===== config.mk =====
export PLATFORM = sky130hd
export DESIGN_NAME = carry_select_sequencer
export DESIGN_NICKNAME = d
export VERILOG_FILES = /design/src/rtl/csel_pkg.sv /design/src/rtl/csel_slice.sv /design/src/rtl/carry_select_sequencer.sv
export SDC_FILE = /design/constraint.sdc
export NUM_CORES = 1
export LEC_CHECK = 0
export ABC_AREA = 0
export CAP_MARGIN = 10
export CORE_ASPECT_RATIO = 1.5
export CORE_MARGIN = 1.5
export CORE_UTILIZATION = 55
export CTS_BUF_LIST = sky130_fd_sc_hd__clkbuf_4
export CTS_CLUSTER_DIAMETER = 40
export DETAILED_ROUTE_END_ITERATION = 8
export PLACE_DENSITY_LB_ADDON = 0.15
export SLEW_MARGIN = 0
export SYNTH_ARGS = -nofsm -noshare
export SYNTH_HDL_FRONTEND = slang
export SYNTH_SLANG_ARGS = --single-unit

===== constraint.sdc =====
create_clock -name clk -period 4 [get_ports clk]
set_input_delay 1.2 -clock clk [delete_from_list [all_inputs] [get_ports clk]]
set_output_delay 1.2 -clock clk [all_outputs]
set_load 0.05 [all_outputs]

===== src/rtl/csel_pkg.sv =====
// Shared definitions for the carry-select sequencer: FSM state type,
// default geometry and a configuration legality check.
package csel_pkg;

  localparam int unsigned CSEL_WIDTH = 16;
  localparam int unsigned CSEL_SLICE = 4;

  typedef enum logic [1:0] {
    IDLE = 2'd0,
    RUN  = 2'd1,
    DONE = 2'd2
  } csel_state_e;

  // WIDTH must be a non-zero whole multiple of SLICE.
  function automatic bit csel_cfg_ok(input int unsigned width, input int unsigned slice);
    return (slice != 0) && (width >= slice) && ((width % slice) == 0);
  endfunction

endpackage


===== src/rtl/csel_slice.sv =====
// Combinational SLICE-bit carry-select stage: two candidate sums
// (carry-in 0 and 1) followed by a 1-bit select on the running carry.
module csel_slice #(
  parameter int unsigned SLICE = 4
) (
  input  logic [SLICE-1:0] a_s,
  input  logic [SLICE-1:0] b_s,
  input  logic             sel_cin,
  output logic [SLICE-1:0] s,
  output logic             c_out,
  output logic             c_msb_in
);

  logic [SLICE:0] sum0;
  logic [SLICE:0] sum1;
  logic           msb_in0;
  logic           msb_in1;

  assign sum0 = {1'b0, a_s} + {1'b0, b_s};
  assign sum1 = {1'b0, a_s} + {1'b0, b_s} + (SLICE+1)'(1);

  // Carry into the MSB bit recovered from the MSB sum bit and its operands.
  assign msb_in0 = a_s[SLICE-1] ^ b_s[SLICE-1] ^ sum0[SLICE-1];
  assign msb_in1 = a_s[SLICE-1] ^ b_s[SLICE-1] ^ sum1[SLICE-1];

  assign s        = sel_cin ? sum1[SLICE-1:0] : sum0[SLICE-1:0];
  assign c_out    = sel_cin ? sum1[SLICE]     : sum0[SLICE];
  assign c_msb_in = sel_cin ? msb_in1         : msb_in0;

endmodule


===== src/rtl/carry_select_sequencer.sv =====
// Multi-cycle WIDTH-bit adder stepping one shared carry-select slice
// across the operands, LSB slice first, with valid/ready on both sides.
module carry_select_sequencer
  import csel_pkg::*;
#(
  parameter int unsigned WIDTH = CSEL_WIDTH,
  parameter int unsigned SLICE = CSEL_SLICE
) (
  input  logic             clk,
  input  logic             rst_n,
  input  logic             in_valid,
  output logic             in_ready,
  input  logic [WIDTH-1:0] a,
  input  logic [WIDTH-1:0] b,
  input  logic             cin,
  output logic             out_valid,
  input  logic             out_ready,
  output logic [WIDTH-1:0] sum,
  output logic             cout,
  output logic             ovf,
  output logic             busy
);

  localparam int unsigned NSLICE = WIDTH / SLICE;
  localparam int unsigned IW     = (NSLICE > 1) ? $clog2(NSLICE) : 1;
  localparam logic [IW-1:0] LAST = IW'(NSLICE - 1);

  if (!csel_cfg_ok(WIDTH, SLICE)) begin : g_bad_cfg
    $error("carry_select_sequencer: WIDTH must be a non-zero multiple of SLICE");
  end

  csel_state_e      state_q, state_d;
  logic [IW-1:0]    idx_q, idx_d;
  logic             carry_q, carry_d;
  logic [WIDTH-1:0] a_q, a_d, b_q, b_d;
  logic [WIDTH-1:0] acc_q, acc_d;
  logic [WIDTH-1:0] sum_q, sum_d;
  logic             cout_q, cout_d;
  logic             ovf_q, ovf_d;

  logic [SLICE-1:0] sl_s;
  logic             sl_c;
  logic             sl_cm;

  csel_slice #(.SLICE(SLICE)) u_slice (
    .a_s      (a_q[idx_q*SLICE +: SLICE]),
    .b_s      (b_q[idx_q*SLICE +: SLICE]),
    .sel_cin  (carry_q),
    .s        (sl_s),
    .c_out    (sl_c),
    .c_msb_in (sl_cm)
  );

  // Slices assemble in acc_q; the visible result only updates on the last
  // slice so sum/cout/ovf stay stable outside RUN.
  always_comb begin
    state_d = state_q;
    idx_d   = idx_q;
    carry_d = carry_q;
    a_d     = a_q;
    b_d     = b_q;
    acc_d   = acc_q;
    sum_d   = sum_q;
    cout_d  = cout_q;
    ovf_d   = ovf_q;
    case (state_q)
      IDLE: begin
        if (in_valid) begin
          a_d     = a;
          b_d     = b;
          carry_d = cin;
          idx_d   = '0;
          acc_d   = '0;
          state_d = RUN;
        end
      end
      RUN: begin
        acc_d[idx_q*SLICE +: SLICE] = sl_s;
        carry_d = sl_c;
        if (idx_q == LAST) begin
          sum_d   = acc_d;
          cout_d  = sl_c;
          ovf_d   = sl_cm ^ sl_c;
          state_d = DONE;
        end else begin
          idx_d = idx_q + IW'(1);
        end
      end
      DONE: begin
        if (out_ready) state_d = IDLE;
      end
      default: state_d = IDLE;
    endcase
  end

  always_ff @(posedge clk or negedge rst_n) begin
    if (!rst_n) begin
      state_q <= IDLE;
      idx_q   <= '0;
      carry_q <= 1'b0;
      a_q     <= '0;
      b_q     <= '0;
      acc_q   <= '0;
      sum_q   <= '0;
      cout_q  <= 1'b0;
      ovf_q   <= 1'b0;
    end else begin
      state_q <= state_d;
      idx_q   <= idx_d;
      carry_q <= carry_d;
      a_q     <= a_d;
      b_q     <= b_d;
      acc_q   <= acc_d;
      sum_q   <= sum_d;
      cout_q  <= cout_d;
      ovf_q   <= ovf_d;
    end
  end

  assign in_ready  = (state_q == IDLE);
  assign out_valid = (state_q == DONE);
  assign busy      = (state_q == RUN);
  assign sum       = sum_q;
  assign cout      = cout_q;
  assign ovf       = ovf_q;

endmodule


==> flow_results.xml, run 1 <==
<?xml version="1.0" encoding="UTF-8"?>
<metrics>
  <group name="outcome">
    <metric name="status" unit="">finished, final reports clean</metric>
  </group>
  <group name="global_routing">
    <metric name="grt_overflow" unit="">0</metric>
    <metric name="tot_gr_track_use" unit="%">24.6</metric>
    <metric name="grt_first_pass_wirelength" unit="um">12100</metric>
    <metric name="grt_antenna_before_repair" unit="">0</metric>
    <metric name="first_global_vias" unit="">2463</metric>
    <metric name="grt_max_degree" unit="">44</metric>
  </group>
  <group name="drt">
    <metric name="via_per_inst" unit="">5.49</metric>
    <metric name="detailedRoute.firstIterationViolations" unit="">155</metric>
    <metric name="postRouteWirelength" unit="um">6870</metric>
    <metric name="avgRoutedWirePerCell" unit="um">15.8</metric>
    <metric name="number_of_remaining_drc_errors" unit="">0</metric>
    <metric name="dr.pass1.iters" unit="">4</metric>
    <metric name="post_detailed_route_count_of_antenna_violating_nets" unit="">0</metric>
    <metric name="detailroute.via_count" unit="">2387</metric>
  </group>
  <group name="hold_path">
    <metric name="worst_hold_path_type" unit="">register to register</metric>
    <metric name="hold-path-cell-count" unit="">2</metric>
    <metric name="worst_hold_end" unit="">acc_q[9]</metric>
    <metric name="holdCritStartpoint" unit="">acc_q[9]</metric>
  </group>
  <group name="floorplan">
    <metric name="chipWidth" unit="um">67.4</metric>
    <metric name="initial_core_util" unit="%">56.3</metric>
    <metric name="placeable_core_area" unit="um^2">6090</metric>
    <metric name="die_height" unit="um">99.7</metric>
    <metric name="rows" unit="">35</metric>
    <metric name="die_area" unit="um^2">6720</metric>
    <metric name="boundaryPins" unit="">58</metric>
  </group>
  <group name="yosys">
    <metric name="netlist_top_cells_area" unit="">sky130_fd_sc_hd__dfrtp_1 52%, sky130_fd_sc_hd__mux2_2 11%, sky130_fd_sc_hd__mux4_2 5.3%, sky130_fd_sc_hd__o21ai_0 4.7%, sky130_fd_sc_hd__nand2_1 4.2%</metric>
    <metric name="synthesis.instances" unit="">295</metric>
    <metric name="synth_async_sr_flop_share" unit="%">100</metric>
    <metric name="yosysSeqAreaShare" unit="%">51.9</metric>
    <metric name="synth.cell_area" unit="um^2">3430</metric>
    <metric name="synthDominantCellAreaShare" unit="%">51.9</metric>
    <metric name="ys_warn_count" unit="">0</metric>
    <metric name="synth_edf_count" unit="">0</metric>
    <metric name="syn_area_cell" unit="um^2">11.6</metric>
    <metric name="synth.largest_area_cell" unit="">sky130_fd_sc_hd__dfrtp_1</metric>
    <metric name="synth-seq-cells" unit="">71</metric>
    <metric name="synth_nets" unit="">344</metric>
    <metric name="synth_ff_type" unit="">sky130_fd_sc_hd__dfrtp_1</metric>
    <metric name="yosys.cell_types.count" unit="">36</metric>
  </group>
  <group name="placed_design">
    <metric name="hpwl" unit="um">5150</metric>
    <metric name="gp_congestion" unit="">0.858</metric>
    <metric name="buffer_ports.inserted" unit="">57</metric>
  </group>
  <group name="setup_path">
    <metric name="critPathLaunchType" unit="">register</metric>
    <metric name="regToRegSetupSlack" unit="ps">330</metric>
    <metric name="r2r-start" unit="">idx_q[0]</metric>
    <metric name="worstRegToRegCells" unit="">9</metric>
    <metric name="critical_path_peak_fanout" unit="">13</metric>
    <metric name="wp_data_arrival" unit="ps">4000</metric>
    <metric name="reg2reg_to" unit="">ovf</metric>
    <metric name="worstPathRequired" unit="ps">4330</metric>
    <metric name="critical_path_sink_type" unit="">register</metric>
    <metric name="timing.setup.critical_path_class" unit="">register to register</metric>
  </group>
  <group name="clocking">
    <metric name="root_buffer" unit="">sky130_fd_sc_hd__clkbuf_4</metric>
    <metric name="tritoncts_clock_tree" unit="">built</metric>
    <metric name="clock_buffers_created_by_tritoncts" unit="">9</metric>
    <metric name="clk-insertion-delay-late" unit="ps">410</metric>
    <metric name="cts_resized" unit="">0</metric>
    <metric name="clkSlewWorstSetupHoldPaths" unit="ps">120</metric>
    <metric name="numClockSinks" unit="">71</metric>
    <metric name="ctsHoldBuffers" unit="">0</metric>
    <metric name="cts_max_path_buffers" unit="">2</metric>
    <metric name="htreeDepth" unit="">3</metric>
    <metric name="cts_setup_buffers" unit="">0</metric>
  </group>
  <group name="timing">
    <metric name="tns" unit="ps">0</metric>
    <metric name="clock_skew" unit="ps">15.1</metric>
    <metric name="actual_transition_at_the_worst_max_transition_pin" unit="ps">940</metric>
    <metric name="finalCriticalPeriod" unit="ps">3670</metric>
    <metric name="setup_repair_after_global_routing_missed_its_margin" unit="">false</metric>
    <metric name="final-max-slew-violation-count" unit="">0</metric>
    <metric name="max_freq" unit="GHz">0.273</metric>
    <metric name="hold_viol_final" unit="">0</metric>
    <metric name="finalCritPeriodShare" unit="%">91.7</metric>
    <metric name="finalSetupViolCount" unit="">0</metric>
    <metric name="max_slew_margin" unit="%">37.2</metric>
  </group>
  <group name="flow_run">
    <metric name="drv.max_cap_violation_count" unit="">0</metric>
  </group>
  <group name="finish">
    <metric name="fin_nets" unit="">405</metric>
    <metric name="area_growth_syn_to_layout" unit="%">23.6</metric>
    <metric name="fillCellCount" unit="">502</metric>
    <metric name="antenna_cells" unit="">0</metric>
    <metric name="commonest_non_fill_non_tap_cell_in_the_layout" unit="">sky130_fd_sc_hd__dfrtp_1</metric>
    <metric name="most-common-layout-cells" unit="">71 x sky130_fd_sc_hd__dfrtp_1, 56 x sky130_fd_sc_hd__clkdlybuf4s50_1, 38 x sky130_fd_sc_hd__nand2_1</metric>
    <metric name="multi_input_comb_area" unit="um^2">1580</metric>
    <metric name="layout-drive-gt1-share" unit="%">18.3</metric>
    <metric name="regArea" unit="um^2">1780</metric>
  </group>
</metrics>
through the flow:
step / instances / util [%] / hold WS [ps] / setup WS, ps / area, um^2
CTS: 435 / 69.5 / 490 / 375 / 4230
finish: 435 / 69.5 / 485 / 333 / 4230
global route: 435 / 69.5 / 512 / 133 / 4230
floorplan: 295 / - / 442 / 568 / 3430
global placement: 419 / 66.9 / 454 / 510 / 4070
detailed placement: 419 / 66.9 / 463 / 399 / 4070
worst max-delay path: stages (launching register included):
cell	delay, ps
sky130_fd_sc_hd__dfrtp_1	680
sky130_fd_sc_hd__mux4_2	570
sky130_fd_sc_hd__ha_1	230
sky130_fd_sc_hd__fa_1	550
sky130_fd_sc_hd__ha_1	230
sky130_fd_sc_hd__nor4bb_1	360
sky130_fd_sc_hd__a311o_1	210
sky130_fd_sc_hd__a21oi_1	60
sky130_fd_sc_hd__or4_1	530
sky130_fd_sc_hd__a31oi_1	170
area by class of cell:
type                       instances  share of cell area, %
tap                               74                   2.19
inverter                           5                  0.443
timing repair buffer              62                   14.2
clock buffer                      10                   1.77
multi-input combinational        207                   37.4
sequential                        71                   42.0
clock inverter                     6                   2.01
registers in the layout, summed over array words and instances (netlist names):
name     cells
ovf          1
sum         16
acc_q       16
a_q         16
idx_q        2
carry_q      1
cout         1
b_q         16
state_q      2
layer usage:
layer | wire, um | global-route usage (%) | share of wire [%] | vias to the layer above
met5 | 0 | 0 | 0 | -
met4 | 241 | 11.6 | 3.5 | 0
met3 | 233 | 6.33 | 3.4 | 17
met2 | 3810 | 41.1 | 55 | 68
met1 | 2590 | 29.1 | 38 | 1136
li1 | - | - | - | 1166
synth_stat cells (all sizes together) (4+ instances only):
master,count
a21oi,22
mux2,35
buf,4
nor2b,16
mux4,8
ha,11
nand2,38
xnor2,5
nor2,7
dfrtp,71
o21ai,32
inv,5
a22o,4
clkbuf,8
worst max-delay path by stage:
stage | from | endpoint
6_report | idx_q[0] | ovf
5_1_grt | idx_q[0] | ovf
4_1_cts | idx_q[0] | ovf
3_5_place_dp | idx_q[0] | ovf
3_3_place_gp | idx_q[0] | ovf
2_1_floorplan | idx_q[0] | ovf
kinds of logic after synthesis:
logic type                 Yosys count  share of synthesized area [%]
buffers and inverters               17                           1.97
DFF                                 71                           51.9
muxes                               44                           17.2
xor gates and xnor gates             8                           2.67
adders and majority gates           12                           4.60
AOI/OAI and AO/OA                   64                           10.3
and+or+nand+nor                     79                           11.5
Power of run 1 is left out: the tool's default activity adds up to more than one toggle a clock period on the data nets, which glitch-free logic cannot reach.
==> inputs of run 2 (changes only) <==
--- a/constraint.sdc
+++ b/constraint.sdc
@@ -3,2 +3,2 @@
 set_output_delay 1.2 -clock clk [all_outputs]
-set_load 0.05 [all_outputs]
+set_load 0.02 [all_outputs]
==> results of run 2 <==
Final layout, timing and power as in run 1 (identical DEF).
Power of run 2 is left out for the same reason.
